<file path="src/rtl/hack_mem_arbiter_pkg.sv">
// Shared types and constants for the two-requester memory arbiter.
package hack_mem_arbiter_pkg;

  localparam int DATA_W_DEFAULT = 16;

  localparam logic FETCH = 1'b0;
  localparam logic DATA  = 1'b1;

  typedef enum logic [1:0] {
    IDLE   = 2'd0,
    ACCESS = 2'd1,
    RESP   = 2'd2
  } state_t;

  function automatic logic [1:0] onehot(input logic idx);
    return idx ? 2'b10 : 2'b01;
  endfunction

endpackage

</file>
<file path="src/rtl/hack_mem_arbiter_mux16.sv">
// Two-input word multiplexer used for the shared memory address and write data.
module mux16 #(
  parameter int W = 16
) (
  input  logic         sel,
  input  logic [W-1:0] in0,
  input  logic [W-1:0] in1,
  output logic [W-1:0] out
);

  assign out = sel ? in1 : in0;

endmodule

</file>
<file path="src/rtl/hack_mem_arbiter.sv">
// Fetch/data arbiter for a single-port memory: IDLE -> ACCESS -> RESP per access.
// Define HACK_ARB_FIXED_PRIO_EN to give the data requester fixed tie priority.
module hack_mem_arbiter
  import hack_mem_arbiter_pkg::*;
#(
  parameter int DATA_W = DATA_W_DEFAULT
) (
  input  logic              clk,
  input  logic              rst_n,
  input  logic              req0,
  input  logic              req1,
  input  logic [DATA_W-1:0] addr0,
  input  logic [DATA_W-1:0] addr1,
  input  logic [DATA_W-1:0] wdata0,
  input  logic [DATA_W-1:0] wdata1,
  input  logic              we0,
  input  logic              we1,
  output logic [1:0]        gnt,
  output logic [1:0]        ack,
  output logic [DATA_W-1:0] rdata,
  output logic              mem_en,
  output logic              mem_we,
  output logic [DATA_W-1:0] mem_addr,
  output logic [DATA_W-1:0] mem_wdata,
  input  logic [DATA_W-1:0] mem_rdata,
  output logic              busy
);

  state_t      state_q, state_d;
  logic        sel_q, sel_d;
  logic [1:0]  gnt_q, gnt_d;
  logic [1:0]  ack_q, ack_d;
  logic        mem_en_q, mem_en_d;
  logic        busy_q, busy_d;
  logic        win;
  logic [DATA_W-1:0] addr_sel;
  logic [DATA_W-1:0] wdata_sel;
  logic        we_sel;
`ifndef HACK_ARB_FIXED_PRIO_EN
  logic        last_q, last_d;
`endif

  always_comb begin
`ifdef HACK_ARB_FIXED_PRIO_EN
    win = req1 ? DATA : FETCH;
`else
    if (req0 && req1) begin
      win = ~last_q;
    end else if (req1) begin
      win = DATA;
    end else begin
      win = FETCH;
    end
`endif
  end

  // Outputs are computed from the next state so they appear registered in the state they describe.
  always_comb begin
    state_d = state_q;
    sel_d   = sel_q;
`ifndef HACK_ARB_FIXED_PRIO_EN
    last_d  = last_q;
`endif
    case (state_q)
      IDLE: begin
        if (req0 || req1) begin
          state_d = ACCESS;
          sel_d   = win;
`ifndef HACK_ARB_FIXED_PRIO_EN
          last_d  = win;
`endif
        end
      end
      ACCESS:  state_d = RESP;
      RESP:    state_d = IDLE;
      default: state_d = IDLE;
    endcase
    gnt_d    = (state_d != IDLE) ? onehot(sel_d) : 2'b00;
    ack_d    = (state_d == RESP) ? onehot(sel_d) : 2'b00;
    mem_en_d = (state_d == ACCESS);
    busy_d   = (state_d != IDLE);
  end

  always_ff @(posedge clk or negedge rst_n) begin
    if (!rst_n) begin
      state_q  <= IDLE;
      sel_q    <= FETCH;
`ifndef HACK_ARB_FIXED_PRIO_EN
      last_q   <= DATA;
`endif
      gnt_q    <= 2'b00;
      ack_q    <= 2'b00;
      mem_en_q <= 1'b0;
      busy_q   <= 1'b0;
    end else begin
      state_q  <= state_d;
      sel_q    <= sel_d;
`ifndef HACK_ARB_FIXED_PRIO_EN
      last_q   <= last_d;
`endif
      gnt_q    <= gnt_d;
      ack_q    <= ack_d;
      mem_en_q <= mem_en_d;
      busy_q   <= busy_d;
    end
  end

  mux16 #(.W(DATA_W)) u_addr_mux (
    .sel (sel_q),
    .in0 (addr0),
    .in1 (addr1),
    .out (addr_sel)
  );

  mux16 #(.W(DATA_W)) u_wdata_mux (
    .sel (sel_q),
    .in0 (wdata0),
    .in1 (wdata1),
    .out (wdata_sel)
  );

  // Requester fields are used live, gated so the memory port reads zero outside ACCESS.
  assign we_sel    = sel_q ? we1 : we0;
  assign mem_en    = mem_en_q;
  assign mem_we    = mem_en_q & we_sel;
  assign mem_addr  = mem_en_q ? addr_sel : '0;
  assign mem_wdata = mem_en_q ? wdata_sel : '0;
  assign rdata     = (ack_q != 2'b00) ? mem_rdata : '0;
  assign gnt       = gnt_q;
  assign ack       = ack_q;
  assign busy      = busy_q;

endmodule

</file>
<file path="config.mk">
export PLATFORM = sky130hd
export DESIGN_NAME = hack_mem_arbiter
export DESIGN_NICKNAME = d
export VERILOG_FILES = /design/src/rtl/hack_mem_arbiter_pkg.sv /design/src/rtl/hack_mem_arbiter_mux16.sv /design/src/rtl/hack_mem_arbiter.sv
export SDC_FILE = /design/constraint.sdc
export NUM_CORES = 1
export LEC_CHECK = 0
export CORE_ASPECT_RATIO = 0.7
export CORE_MARGIN = 1.5
export CORE_UTILIZATION = 28
export DETAILED_ROUTE_END_ITERATION = 16
export MAX_ROUTING_LAYER = met4
export PLACE_DENSITY = 0.88
export SETUP_SLACK_MARGIN = 0.5
export SYNTH_ARGS = -nofsm -noshare
export SYNTH_HDL_FRONTEND = slang
export SYNTH_SLANG_ARGS = --single-unit
</file>
<file path="constraint.sdc">
create_clock -name clk -period 2.14 [get_ports clk]
set_input_delay 0.214 -clock clk [delete_from_list [all_inputs] [get_ports clk]]
set_output_delay 0.214 -clock clk [all_outputs]
set_load 0.01 [all_outputs]
</file>
; ---- Word-level counts from Yosys, hierarchy flattened
; Cells that the tools add are included.
[op_classes]
add_sub_neg = 0
mul = 0
div_mod_pow = 0
magnitude_cmp = 0
eq_ne = 3
shift = 0
n_mux = 15
n_bitwise = 2
n_reduce_logical = 6
[ops]
columns = op, count
row1 = $mux W16, 5
row2 = $mux W2, 4
row3 = $mux W1, 5
row4 = $eq A2 B1 Y1 const B, 2
row5 = $pmux W2 S2, 1
row6 = $reduce_bool A2 Y1, 2
row7 = $eq A2 B2 Y1 const B, 1
row8 = $logic_not A2 Y1, 1
row9 = $reduce_and A2 Y1, 1
row10 = $and A1 B1 Y1, 1
row11 = $logic_and A1 B1 Y1, 1
row12 = $logic_or A1 B1 Y1, 1
row13 = $not A1 Y1, 1
[word_totals]
register_bits = 10
latchBits = 0
ram_bits = 0
mem_bits_ro = 0
in_bits = 86
output_inout_bits = 55
elab_cells = 33
n_memories = 0

; ---- Longest topological paths before layout
; Gate-level depths: netlist of run 1.
[logic_depth]
ltp_word = 6
ltp_mapped = 4
ltp_nobuf = 3

; ---- Hierarchy
; Synthesis of run 1 repeated with hierarchy kept, for this count alone.
[unflattened]
hier_cells = 121
area_unflattened_um2 = 1223.7
[by_module_without_submodules]
columns = mod, n_inst, cells_per_inst, area_each_um2, seq_area_each_um2
row1 = hack_mem_arbiter, 1, 85, 725.7, 251.5
row2 = mux16, 2, 18, 249.0, 0.0

; ---- Least setup slack after synthesis of run 1
; Ideal clock, no wire load.
[synth_timing]
path_type = reg-to-output
start = register sel_q
end = output mem_addr[10]
arrival_ns = 0.952
required_ns = 1.926
setup_slack_ns = 0.974
path_stages_with_launch = 5
n_path_buf = 2
cell_sequence = dfrtp_1 > buf_6 > buf_12 > mux2i_1 > nor2b_1
[synth_between]
elab_chain_len = 2
[synth_lines]
columns = element, line
row1 = from (decl), hack_mem_arbiter.sv:30  ; logic sel_q, sel_d;
row2 = from (signal assigned), hack_mem_arbiter.sv:97  ; sel_q <= sel_d;
row3 = $mux W16, hack_mem_arbiter_mux16.sv:11  ; assign out = sel ? in1 : in0;
row4 = $mux W16, hack_mem_arbiter.sv:126  ; assign mem_addr = mem_en_q ? addr_sel : '0;
row5 = to (decl), hack_mem_arbiter.sv:23  ; output logic [DATA_W-1:0] mem_addr,
; No other way between the ends.

; ---- Final worst setup path of run 1
[layout_timing]
start = register sel_q
end = output mem_addr[3]
; Same word-level chain as after synthesis.

==> summary.txt, run 1 <==
Global route
  – First-pass GRT wire length: 6420 um
  – Initial antenna violation count: 0
  – Vias in the first global route: 1287
  – Gr usage total: 18.9%
  – Grt ovf: 0
  – Largest net degree at the start of global routing: 33

STA
  – Setup TNS: 0 ns
  – RSZ-0062 raised after global routing: yes
  – Worst Max-Slew Pin Slew: 0.451 ns
  – Min cycle time layout: 1.65 ns
  – Endpoints failing hold: 0
  – Slew margin rel.: 69.9%
  – Tcrit/Tclk final: 77.2%
  – Slew Viols, Final: 0
  – Setup violations, final: 0
  – Final Skew: 0.00441 ns
  – Maximum clock rate: 0.606 GHz

Synth
  – Sequential area share after synthesis: 22.9%
  – Cell taking the most area after synthesis: mux2i_1
  – List of most frequent post-synthesis cells: nor2b_1, mux2i_1, dfrtp_1
  – Seq cells post-synth: 10
  – Ys flop type: dfrtp_1
  – Synth area leaders: mux2i_1, nor2b_1, dfrtp_1
  – Synthesized Nets: 205
  – Cell variety after synth: 20
  – Post-Syn Instances: 119
  – Top cell type's share of synthesized area: 30.1%
  – Share of synthesized registers carrying an async set or reset: 100%
  – Syn_area_per_cell: 9.21 sq um
  – Yosys Warn Count: 0
  – Post-synth EDFFs: 0
  – Most common cell in the netlist: nor2b_1
  – Mapped cell area: 0.00110 sq mm

Critical path
  – R2R depth: 3
  – Worst path cell trace: buf_12, mux2i_1, nor2b_1, dlygate4sd2_1
  – Crit path launch: sel_q$_DFF_PN0_
  – CP Capture Type: output pin
  – CP Buf/Inv Count: 2
  – Levels on crit path: 4
  – Slowest-stage cell, CP: dfrtp_2
  – Crit path largest cell delay: 0.39 ns
  – Top delay family on crit path: buffers and inverters
  – Setup slack, reg-to-reg: 1.08 ns
  – Critical Path RT: 1.93 ns
  – Reg2reg start: sel_q$_DFF_PN0_
  – Setup crit end: mem_addr[3]
  – Worst R2R End: gnt[1]$_DFF_PN0_
  – Critical Path AT: 1.44 ns
  – Critical path fanouts, max: 27
  – Startpoint types: flop
  – Critical path class: flop to output pin

Die
  – Die W: 77.8 um
  – Cell Rows: 18
  – Chip height: 55.3 um
  – Die area: 0.00430 sq mm
  – Core Area: 0.00363 sq mm
  – IO Count: 141
  – Starting Density: 30.2%

Run status
  – Status: finished clean

Clock network
  – Worst skew pair latency: 0.23 ns
  – CTS tree: done
  – Number of clock sinks: 10
  – CTS clock-pin slew for the worst setup and hold paths: 0.05 ns
  – Root Buffer: clkbuf_8
  – CTS hold repair buffers: 0
  – Cts bufs inserted: 3
  – Maximum clock path buffer count: 2
  – Number of H-tree branching levels: 1

Layout
  – Layout cells sized above 1: 7.25%
  – Net count, final: 349
  – Area growth, synth to finish: 133%
  – ANT cells: 0
  – Final cell count without fillers: 312

Placed design
  – HPWL after DPL: 3310 um
  – PortBufs: 140
  – Placer Congestion: 0.816
  – Placed cell count: 304

Routing
  – Drt drc: 0
  – First DRT Iteration DRCs: 33
  – Final ANT Viol Nets: 0
  – Via count: 1341
  – Drt pass-1 iters: 4
  – Total Wirelength: 4170 um
  – WL/cell: 13.4 um
  – Vias per cell: 4.30

Run
  – Max-cap viol count: 0

Power
  – Worst vdd ir: 766 uV
  – Leak: 0.00124 uW
  – PwrDens: 983 mW/mm^2

Min path
  – Hold Path Class: primary input to asynchronous set/reset pin
[power breakdown]
group          internal [uW]  switching, uW
Clock                    130           67.3
Sequential               287           87.9
Combinational           1100            849
[cell usage in the layout, fill, tap and decap left out, types with 2 or more instances in the layout]
| master | n |
|---|---|
| a21oi_1 | 3 |
| a31oi_1 | 2 |
| buf_12 | 2 |
| buf_4 | 4 |
| clkbuf_8 | 3 |
| clkdlybuf4s50_1 | 91 |
| dfrtp_1 | 7 |
| dfrtp_2 | 2 |
| dlygate4sd2_1 | 48 |
| mux2i_1 | 32 |
| nand2b_1 | 2 |
| nor2b_1 | 50 |
| o21a_1 | 2 |
[through the flow]
stage | setup WS (ns) | utilization, % | total power (uW) | hold slack (ns) | instance area (sq um)
2_1_floorplan | 0.974 | - | 1490 | -0.0816 | 1100
3_3_place_gp | 0.384 | 69.2 | 2390 | 0.516 | 2510
3_5_place_dp | 0.330 | 69.2 | 2410 | 0.524 | 2510
4_1_cts | 0.481 | 69.6 | 2450 | 0.306 | 2520
5_1_grt | 0.426 | 70.6 | 2690 | 0.325 | 2560
6_report | 0.489 | 70.6 | 2520 | 0.298 | 2560
[cell type report]
class / count / area [sq um]
well taps: 50 / 62.6
flip-flops and latches: 10 / 254
fillers: 309 / 1070
multi-input cells: 101 / 766
clock buffers: 4 / 45.0
repair buffers: 147 / 1430
[state kept, by name, indices dropped and copies added (netlist names)]
signal / count
ack: 2
gnt: 2
sel_q: 1
mem_en: 1
last_q: 1
state_q: 2
busy: 1
[per-layer routing]
metal  global-route usage (%)  up-vias  part of all wire, %
met2                     32.3       61                   49
met4                     5.45        0                  1.6
met3                     3.14        8                  7.4
met5                        -        -                    0
met1                     22.9      585                   43
li1                         -      687                    -
[kinds of logic after synthesis]
| family | Yosys count | synth area share (%) |
|---|---|---|
| mux | 33 | 30.1 |
| flops | 10 | 22.9 |
| buf+inv | 8 | 7.99 |
| simple gates | 60 | 34.2 |
| compound gates | 8 | 4.68 |
[worst min-delay path by stage]
stage	end	slack, ns	depth (start not counted)
2_1_floorplan	ack[0]$_DFF_PN0_	-0.08	0
3_3_place_gp	busy$_DFF_PN0_	0.52	1
3_5_place_dp	last_q$_DFFE_PN1P_	0.52	2
4_1_cts	ack[1]$_DFF_PN0_	0.31	1
5_1_grt	ack[1]$_DFF_PN0_	0.32	1
6_report	ack[1]$_DFF_PN0_	0.30	1
[timing repair]
action / 4_1_cts / 5_1_grt
endpoints found under the setup margin: 50 / 31
pin swaps: 1 / 0
gates cloned: 0 / 1
setup buffers: 3 / 0
gates resized for setup: 51 / 6
(Power assumes the default switching activity.)
==> inputs of run 2 (changes only) <==
CORE_UTILIZATION = 26   (was 28)
PLACE_DENSITY = 0.82   (was 0.88)
clock period = 1.52 ns   (was 2.14 ns; I/O delays follow)
==> summary.txt, run 2 (synthesized netlist as in run 1, its figures left out) <==
Run status
  – Status: finished clean (unchanged)

STA
  – Endpoints failing hold: 0 (unchanged)
  – Final Skew: 0.00394 ns (was 0.00441 ns)
  – Final Worst Setup Slack: 0.00848 ns (was 0.489 ns)
  – RSZ-0062 raised after global routing: yes (unchanged)
  – Slew Viols, Final: 0 (unchanged)
  – Min cycle time layout: 1.51 ns
  – Setup violations, final: 0 (unchanged)
  – WHS: 0.227 ns (was 0.298 ns)
  – Slew margin rel.: 69.7% (was 69.9%)
  – Worst Max-Slew Pin Slew: 0.453 ns (was 0.451 ns)
  – Tcrit/Tclk final: 99.4%
  – Maximum clock rate: 0.662 GHz

Placed design
  – HPWL after DPL: 3280 um (was 3310 um)
  – Setup WS pre-CTS: -0.0287 ns (was 0.330 ns)
  – Placer Congestion: 0.825 (was 0.816)
  – PortBufs: 140 (unchanged)

Layout
  – Most common cell after layout, fill and taps aside: clkdlybuf4s50_1 (unchanged)
  – Layout fillers: 307 (was 309)
  – Highest-count cells in the layout ignoring fill and taps: clkdlybuf4s50_1, buf_2, nor2b_1 (was clkdlybuf4s50_1, nor2b_1, dlygate4sd2_1)
  – ANT cells: 0 (unchanged)
  – Net count, final: 377 (was 349)
  – Layout cells sized above 1: 40.3% (was 7.25%)
  – Area growth, synth to finish: 166% (was 133%)

Global route
  – Gr usage total: 18.4% (was 18.9%)
  – Initial antenna violation count: 0 (unchanged)
  – First-pass GRT wire length: 6470 um (was 6420 um)
  – Grt ovf: 0 (unchanged)
  – Largest net degree at the start of global routing: 35 (was 33)
  – Vias in the first global route: 1307 (was 1287)

Die
  – IO Count: 141 (unchanged)
  – Die W: 80.6 um (was 77.8 um)
  – Core Area: 0.00397 sq mm (was 0.00363 sq mm)
  – Die area: 0.00462 sq mm (was 0.00430 sq mm)
  – Starting Density: 27.6% (was 30.2%)
  – Cell Rows: 19 (was 18)
  – Chip height: 57.3 um (was 55.3 um)

Routing
  – Via count: 1499 (was 1341)
  – Final ANT Viol Nets: 0 (unchanged)
  – First DRT Iteration DRCs: 27 (was 33)
  – Drt drc: 0 (unchanged)
  – Total Wirelength: 5080 um (was 4170 um)
  – Drt pass-1 iters: 4 (unchanged)
  – WL/cell: 14.9 um (was 13.4 um)
  – Vias per cell: 4.38 (was 4.30)

Clock network
  – Number of clock sinks: 10 (unchanged)
  – CTS clock-pin slew for the worst setup and hold paths: 0.05 ns (about the same)
  – CTS hold repair buffers: 0 (unchanged)
  – Root Buffer: clkbuf_8 (unchanged)
  – Maximum clock path buffer count: 2 (unchanged)
  – CTS tree: done (unchanged)
  – Cts bufs inserted: 3 (unchanged)
  – Worst skew pair latency: 0.24 ns (was 0.23 ns)
  – Number of H-tree branching levels: 1 (unchanged)

Critical path
  – Startpoint types: flop (unchanged)
  – Critical Path AT: 1.36 ns (was 1.44 ns)
  – CP Capture Type: output pin (unchanged)
  – Critical path class: flop to output pin (unchanged)
  – Critical path fanouts, max: 6 (was 27)
  – Critical Path RT: 1.37 ns (was 1.93 ns)

Power
  – PwrDens: 1740 mW/mm^2 (was 983 mW/mm^2)
  – Worst vdd ir: 1400 uV (was 766 uV)
  – Leak: 0.00139 uW (was 0.00124 uW)

Min path
  – Hold Path Class: primary input to asynchronous set/reset pin (unchanged)

Run
  – Max-cap viol count: 0 (unchanged)
[run 2: final cells by class]
type                            instances  area (sq um)  share of cell area, %
Clock buffer                            4          55.1                   1.89
Multi-Input combinational cell        101           872                   30.0
Sequential cell                        10           255                   8.77
Tap cell                               52          65.1                   2.24
Timing Repair Buffer                  175          1660                   57.1
[run 2: worst paths after layout]
path                                    startpoint                   end  slack [ns]  cells after the start
worst max-delay path              ack[0]$_DFF_PN0_             rdata[14]       0.008                      6
worst max register to register     sel_q$_DFF_PN0_      gnt[1]$_DFF_PN0_        0.25                      5
worst min register to register  last_q$_DFFE_PN1P_    last_q$_DFFE_PN1P_        0.54                      2
max in group asynchronous                    rst_n    last_q$_DFFE_PN1P_        0.95                      1
worst min-delay path                         rst_n  state_q[1]$_DFF_PN0_        0.23                      1
min in group clk                last_q$_DFFE_PN1P_    last_q$_DFFE_PN1P_        0.54                      2
[run 2: critical path, cell delays in order (launching register included)]
cell and delay (ns):
dfrtp_1 0.42, nor2_4 0.20, buf_6 0.13, buf_12 0.12, buf_6 0.09, nor2b_1 0.03
buf_2 0.13
[run 2: repair_timing]
item	4_1_cts	5_1_grt
endpoints found under the setup margin	57	56
pin swaps	2	1
buffers inserted	13	15
cloned	1	2
resized for setup	232	37
[run 2: through the flow]
stage / cells / setup TNS (ns) / util (%) / total power [uW] / cell area [sq um]
after CTS: 325 / -0.0558 / 65.4 / 4150 / 2590
final: 342 / 0 / 73.3 / 5060 / 2910
after floorplan: 119 / 0 / - / 2130 / 1110
after global placement: 307 / -0.0994 / 64.5 / 3490 / 2560
after global routing: 342 / -0.412 / 73.3 / 5330 / 2910
after detailed placement: 307 / -0.306 / 64.5 / 3520 / 2560
[run 2: where the power goes]
group | internal, uW | total (uW) | switching, uW
sequential | 407 | 565 | 158
combinational | 2540 | 4150 | 1610
clock | 228 | 341 | 113
total | 3170 | 5060 | 1880
[run 2: metal layers]
layer	track usage, %	vias to the layer above	share of wire, %
li1	-	742	-
met1	24.1	694	42
met2	29.9	61	49
met3	4.64	2	8.0
met4	1.48	0	0.22
met5	-	-	0
==> inputs of run 3 (changes only) <==
SKIP_LAST_GASP = 1   (was default)
==> summary.txt, run 3 (synthesized netlist as in run 1, its figures left out) <==
Critical path
  – Setup slack, reg-to-reg: 0.39 ns (was 0.25 ns)
  – Worst R2R End: gnt[1]$_DFF_PN0_ (unchanged)
  – Critical Path RT: 1.37 ns (about the same)
  – Reg2reg start: sel_q$_DFF_PN0_ (unchanged)
  – Startpoint types: flop (unchanged)
  – Critical path class: flop to output pin (unchanged)
  – Setup crit end: mem_addr[2] (was rdata[14])
  – Critical Path AT: 1.42 ns (was 1.36 ns)
  – Crit path launch: sel_q$_DFF_PN0_ (was ack[0]$_DFF_PN0_)
  – CP Capture Type: output pin (unchanged)
  – R2R depth: 4 (was 5)
  – Critical path fanouts, max: 13 (was 6)

Layout
  – Most common cell after layout, fill and taps aside: clkdlybuf4s50_1 (unchanged)
  – Area growth, synth to finish: 159% (was 166%)
  – Layout fillers: 322 (was 307)
  – Highest-count cells in the layout ignoring fill and taps: clkdlybuf4s50_1, nor2b_1, mux2i_1 (was clkdlybuf4s50_1, buf_2, nor2b_1)
  – Net count, final: 366 (was 377)
  – Final cell count without fillers: 331 (was 342)
  – Layout cells sized above 1: 26.5% (was 40.3%)
  – ANT cells: 0 (unchanged)
  – Utilization after layout: 71.6% (was 73.3%)
  – Design Area, Final: 0.00284 sq mm (was 0.00291 sq mm)

Global route
  – Largest net degree at the start of global routing: 35 (unchanged)
  – Grt ovf: 0 (unchanged)
  – First-pass GRT wire length: 6330 um (was 6470 um)
  – Vias in the first global route: 1288 (was 1307)
  – Initial antenna violation count: 0 (unchanged)
  – Gr usage total: 18.1% (was 18.4%)

Placed design
  – PortBufs: 140 (unchanged)
  – Placer Congestion: 0.825 (unchanged)
  – Placed cell count: 307 (unchanged)
  – HPWL after DPL: 3280 um (unchanged)
  – Post-place instance area: 0.00256 sq mm (unchanged)

Clock network
  – Cts bufs inserted: 3 (unchanged)
  – Maximum clock path buffer count: 2 (unchanged)
  – Number of H-tree branching levels: 1 (unchanged)
  – CTS hold repair buffers: 0 (unchanged)
  – CTS clock-pin slew for the worst setup and hold paths: 0.05 ns (about the same)
  – Worst skew pair latency: 0.24 ns (about the same)
  – Root Buffer: clkbuf_8 (unchanged)
  – CTS tree: done (unchanged)
  – Number of clock sinks: 10 (unchanged)

Die
  – Die W: 80.6 um (unchanged)
  – Chip height: 57.3 um (unchanged)
  – Cell Rows: 19 (unchanged)
  – Die area: 0.00462 sq mm (unchanged)
  – IO Count: 141 (unchanged)
  – Starting Density: 27.6% (unchanged)
  – Core Area: 0.00397 sq mm (unchanged)

STA
  – Setup violations, final: 20 (was 0)
  – Tcrit/Tclk final: 103% (was 99.4%)
  – Slew margin rel.: 69.7% (about the same)
  – RSZ-0062 raised after global routing: yes (unchanged)
  – Endpoints failing hold: 0 (unchanged)
  – Final Worst Setup Slack: -0.0513 ns (was 0.00848 ns)
  – Final Skew: 0.00286 ns (was 0.00394 ns)
  – Slew Viols, Final: 0 (unchanged)
  – Min cycle time layout: 1.57 ns (was 1.51 ns)
  – Maximum clock rate: 0.636 GHz (was 0.662 GHz)
  – Setup TNS: -0.397 ns (was 0 ns)
  – Worst Max-Slew Pin Slew: 0.453 ns (about the same)

Routing
  – Drt pass-1 iters: 4 (unchanged)
  – Drt drc: 0 (unchanged)
  – Total Wirelength: 4640 um (was 5080 um)
  – WL/cell: 14.0 um (was 14.9 um)
  – First DRT Iteration DRCs: 24 (was 27)
  – Final ANT Viol Nets: 0 (unchanged)
  – Via count: 1430 (was 1499)
  – Vias per cell: 4.32 (was 4.38)

Run status
  – Status: complete, but fails checks (was finished clean)
  – Failing checks: setup timing

Power
  – Leak: 0.00136 uW (was 0.00139 uW)
  – PwrDens: 1620 mW/mm^2 (was 1740 mW/mm^2)
  – Total power draw: 4610 uW (was 5060 uW)
  – Worst vdd ir: 1160 uV (was 1400 uV)

Min path
  – Hold Path Class: primary input to asynchronous set/reset pin (unchanged)

Run
  – Max-cap viol count: 0 (unchanged)
==> run 3: cell count changes in the layout (fill, tap and decap cells not counted), moves of 2 or more <==
cell / delta
buf_4: -3
buf_2: -28
mux2i_2: +2
buf_8: -2
dlygate4sd2_1: +27
mux2i_4: -2
nor2b_1: +2
buf_6: -5
==> run 3: layout make-up <==
cell class / count / area, sq um / area share, %
Clock buffer: 4 / 55.1 / 1.94
Multi-Input combinational cell: 101 / 833 / 29.3
Sequential cell: 10 / 254 / 8.93
Tap cell: 52 / 65.1 / 2.29
Timing Repair Buffer: 164 / 1640 / 57.5
==> run 3: power breakdown <==
| part | switching, uW | internal [uW] |
|---|---|---|
| Sequential | 158 | 404 |
| Combinational | 1450 | 2260 |
| Clock | 109 | 228 |
==> run 3: critical path, stage by stage (launching register included) <==
cell           delay [ns]
dfrtp_2              0.42
buf_12               0.17
mux2i_2              0.24
nor2b_2              0.06
dlygate4sd2_1        0.28
==> run 3: how the worst min path moves through the flow <==
stage / startpoint / to / slack, ns / cells after the start
after floorplan: rst_n / ack[0]$_DFF_PN0_ / -0.14 / 0
after global placement: rst_n / gnt[1]$_DFF_PN0_ / 0.49 / 1
after detailed placement: rst_n / gnt[1]$_DFF_PN0_ / 0.49 / 1
after CTS: rst_n / state_q[0]$_DFF_PN0_ / 0.24 / 1
after global routing: rst_n / gnt[1]$_DFF_PN0_ / 0.26 / 1
final: rst_n / ack[0]$_DFF_PN0_ / 0.23 / 1
==> run 3: layer usage <==
layer / wire length (um) / track usage, %
met1: 1980 / 23.2
met2: 2260 / 30.3
met3: 376 / 4.48
met4: 28 / 1.48
met5: 0 / -
==> run 3: per-stage QoR <==
stage	hold WS [ns]	worst slack (ns)
3_5_place_dp	0.493	-0.0287
2_1_floorplan	-0.144	0.416
3_3_place_gp	0.488	-0.0177
6_report	0.230	-0.0513
4_1_cts	0.241	-0.0558
5_1_grt	0.257	-0.111
==> run 3: timing repair <==
action / CTS / global route
cloned: 1 / 2
pin swaps: 1 / 3
buffers inserted: 13 / 4
setup endpoints to repair: 57 / 55
resized for setup: 134 / 36
==> patch 1 (config.mk and constraints of run 3) <==
The package constant `DATA_W_DEFAULT` goes from 16 to 32.
--- a/src/rtl/hack_mem_arbiter_pkg.sv
+++ b/src/rtl/hack_mem_arbiter_pkg.sv
@@ -2,5 +2,5 @@
 package hack_mem_arbiter_pkg;
 
-  localparam int DATA_W_DEFAULT = 16;
+  localparam int DATA_W_DEFAULT = 32;
 
   localparam logic FETCH = 1'b0;
Interface: changed (8 resized); port bits go from 141 to 269. No check against the original RTL was run, so the function may have changed too.
==> patch 1 against run 3 <==
  * The run still ends with negative setup slack left
  * Core utilization increased by 6.1 points
  * Largest cell class unchanged
  * Register-to-register slack got worse by 120 ps
  * Cell count increased by 80%
  * Routed wire length up 130%
  * Clock skew about the same
  * Sequential cell count did not move
  * Synthesized area increased by 58%
  * Worst setup slack got worse by 120 ps
  * Power grew 72%
  * Design area increased by 73%
==> patch 1: results (changes against run 3) <==
Status = complete, but fails checks
Failing checks = negative setup slack
Initial drt markers = 42 (+75%)
Top FF cell, synth = dfrtp_1
Overall Global Routing Usage = 27.8% (+9.7 points)
Synth top area cells = mux2i_1, nor2b_1, dfrtp_1
Critical-path maximum fanout = 19 (+6)
Worst Max-Slew Pin Slew = 440 ps (-13.3 ps)
Leakage = 2.31 nW (+70%)
Area of placed instances = 4560 sq um (+78%)
Dpl cells = 558 (+82%)
Setup TNS Final = -5400 ps (-5000 ps)
Routability Congestion = 0.771 (-6.5%)
Clock skew = 2.46 ps (-0.403 ps)
Sequential fraction of the synthesis area = 14.5% (-8.4 points)
Layout cell share with drive strength beyond 1 = 32.5% (+6.0 points)
Input/output buffers = 268 (+91%)
Dpl hpwl = 7.62 mm (+130%)
Total Wirelength = 10.6 mm (+130%)
Nets@finish = 671 (+83%)
Syn Area/Cell = 8.30 sq um (-9.9%)
Yosys cell types = 18 (-10%)
Worst Path Arrival = 1540 ps (+120 ps)
Routed vias = 2625 (+84%)
Pre-antenna DRT Iters = 4 (unchanged)
Slowest cell delay on critical path = 500 ps (+80 ps)
Vias per inst = 4.41 (+2.1%)
Mapped Nets = 375 (+83%)
Peak VDD IR = 0.00119 V (+2.9%)
Worst path slowest cell = dfrtp_4
Top post-synthesis cells by count = nor2b_1, mux2i_1, clkbuf_1
Largest net degree at the start of global routing = 61 (+74%)
First-pass GRT wire length = 14.9 mm (+140%)
Setup WS post-layout = -172 ps (-121 ps)
Final setup fails = 65 (+230%)
## patch 1: changes by cell type after synthesis, sizes merged
cell / before / now
nor2b: 51 / 96
buf: 5 / 8
clkbuf: 3 / 10
and2b: 0 / 3
mux2i: 33 / 65
## patch 1: path summary, 6_finish.rpt
kind,slack [ps],startpoint,cells past startpoint,to
worst min-delay path,230,rst_n,1,gnt[0]
max in group asynchronous,950,rst_n,1,sel_q
min in group clk,520,state_q[1],1,gnt[0]
worst min register to register,520,state_q[1],1,gnt[0]
worst max register to register,270,sel_q,4,gnt[1]
worst max-delay path,-170,sel_q,4,mem_addr[22]
## patch 1: through the flow
step                      worst slack, ps  utilization, %
after global placement               -196            71.9
after CTS                            -150            73.9
after global routing                 -202            77.7
after floorplan                       320               -
after detailed placement             -208            71.9
final                                -172            77.7
## patch 1: report_power, final
group | internal [W] | switching (W) | leakage [nW]
registers | 0.000415 | 0.000176 | 0.120
clock network | 0.000183 | 0.0000982 | 0.0228
logic | 0.00416 | 0.00288 | 2.17
## patch 1: what timing repair did
item | in CTS | in global routing
pin swaps | 1 | 3
setup endpoints to repair | 108 | 104
buffers inserted | 16 | 9
resized for setup | 396 | 38
cloned | 7 | 1
## patch 1: cell families after synthesis
family,count (synthesis),share of synthesized area [%]
and+or+nand+nor,108,38.7
muxes,65,37.5
buffers and inverters,18,6.28
DFF,10,14.5
AOI/OAI and AO/OA,8,2.96
## patch 1: layout make-up
type                    instances  area [sq um]
fillers                       462          1410
flip-flops and latches         10           258
well taps                      91           114
clock buffers                   4          45.0
repair buffers                309          3010
multi-input cells             181          1500
## patch 1: layer usage
layer	part of all wire (%)	vias to the layer above	wire, microns	GRT usage [%]
met2	51	112	5420	48.0
met3	6.2	18	653	5.37
li1	-	1285	-	-
met4	2.0	0	208	5.32
met1	41	1210	4300	34.0
met5	0	-	0	-
## patch 1: worst max-delay path: cells and delay by family, from the launching register on
| family | cells | cell delay (ps) |
|---|---|---|
| buf+inv | 2 | 500 |
| flops | 1 | 500 |
| mux | 1 | 240 |
| simple gates | 1 | 60 |
==> patch 2 (config.mk and constraints of run 3) <==
Without the edit above. Make the reset (`rst_n`) synchronous in one clocked block.
--- a/src/rtl/hack_mem_arbiter.sv
+++ b/src/rtl/hack_mem_arbiter.sv
@@ -82,5 +82,5 @@
   end
 
-  always_ff @(posedge clk or negedge rst_n) begin
+  always_ff @(posedge clk) begin
     if (!rst_n) begin
       state_q  <= IDLE;
Function: differs if rst_n is asserted again (counterexample within 4 cycles, from zero or initial values and one cycle with rst_n low); with rst_n held inactive, the same outputs for 10 cycles.
==> patch 2 against run 3 <==
  * First-iteration DRC count is 8.3% higher
  * Synthesized area is 7.6% lower
  * Design area is 1.0% lower
  * Worst setup slack better by 80 ps
  * Sequential cell count stayed put
  * Largest cell class unchanged
  * Routed wire length is 3.0% higher
  * Non-clock buffer count stayed put
  * Sequential share of layout area is 1.2 points lower
  * Cell count is 0.91% higher
Power is left out: it rests on default switching activity, and per cell area and clock period it moved more than threefold.
==> patch 2: results (changes against run 3) <==
Synth top area cells = mux2i_1, nor2b_1, dfxtp_1
Max-Slew Margin vs Limit = 80.0% (+10 points)
Worst hold path type = input pin to flip-flop
WL/cell = 14.3 microns (+2.1%)
Largest net degree at the start of global routing = 18 (-49%)
Top FF cell, synth = dfxtp_1
Layout cell share with drive strength beyond 1 = 35.6% (+9.0 points)
Reg-to-reg setup timing slack = 320 ps (-70 ps)
Initial drt markers = 26 (+8.3%)
Dpl cells = 311 (+1.3%)
Dpl hpwl = 3.27 mm (-0.30%)
Mapped Nets = 210 (+2.4%)
Syn Area/Cell = 8.16 sq um (-11%)
Setup WS pre-CTS = -30.7 ps (-1.91 ps)
Reg-to-reg critical path endpoint = sel_q
Routed vias = 1460 (+2.1%)
First-pass GRT wire length = 7.20 mm (+14%)
Reg2Reg Depth = 3 (-1)
Worst Path Arrival = 1340 ps (-80 ps)
FF-to-FF Start = state_q[1]
Status = finished clean
Sequential fraction of the synthesis area = 19.8% (-3.2 points)
Crit path capture = mem_wdata[5]
Fill cell count = 276 (-14%)
Critical-path maximum fanout = 5 (-8)
Overall Global Routing Usage = 22.0% (+3.9 points)
Tmin final = 1490 ps (-80.2 ps)
Routability Congestion = 0.762 (-7.6%)
Area of placed instances = 2520 sq um (-1.4%)
Clock skew = 0.124 ps (-2.73 ps)
Vias per inst = 4.37 (+1.2%)
## patch 2: changes by cell type after synthesis, sizes merged, moves of 2 or more
cell    delta
a31oi      -2
dfrtp      -9
dfxtp     +10
inv        +2
nand2b     -2
nor3       +2
o21a       -2
o21ai      +2
## patch 2: cells by family (layout without fill, tap and decap cells)
group / count (synthesis) / count (layout) / synth area share, %
compound gates: 8 / 8 / 4.45
flops: 10 / 10 / 19.8
buf+inv: 10 / 170 / 4.94
simple gates: 61 / 61 / 36.1
mux: 35 / 35 / 34.7
## patch 2: cell type report
cell class | instances | area [sq um] | area share [%]
repair buffers | 164 | 1620 | 57.5
multi-input cells | 104 | 852 | 30.3
flip-flops and latches | 10 | 218 | 7.74
well taps | 50 | 62.6 | 2.22
clock buffers | 4 | 55.1 | 1.96
inverters | 2 | 7.51 | 0.267
## patch 2: how the worst min path moves through the flow
stage,to,slack (ps)
3_5_place_dp,state_q[0],480
6_report,busy,370
4_1_cts,busy,390
5_1_grt,busy,400
3_3_place_gp,state_q[0],470
2_1_floorplan,last_q,230
## patch 2: worst min-delay path, delay by kind of cell
family	cells	cell delay, ps
buffers and inverters	2	320
AO/OA/AOI/OAI	1	100
## patch 2: routing by layer
| metal | vias to the layer above | wire [microns] | share of wire, % | global-route usage (%) |
|---|---|---|---|---|
| met4 | 0 | 64 | 1.3 | 3.90 |
| met1 | 641 | 1930 | 40 | 24.3 |
| met2 | 71 | 2420 | 51 | 39.6 |
| li1 | 742 | - | - | - |
| met3 | 6 | 361 | 7.6 | 6.28 |
| met5 | - | 0 | 0 | - |
## patch 2: what timing repair did
item / in CTS / in global routing
cloned: 7 / 0
setup buffers: 10 / 2
setup endpoints to repair: 60 / 60
gates resized for setup: 222 / 28
pin swaps: 6 / 2
endpoints found under the hold margin: 0 / 0
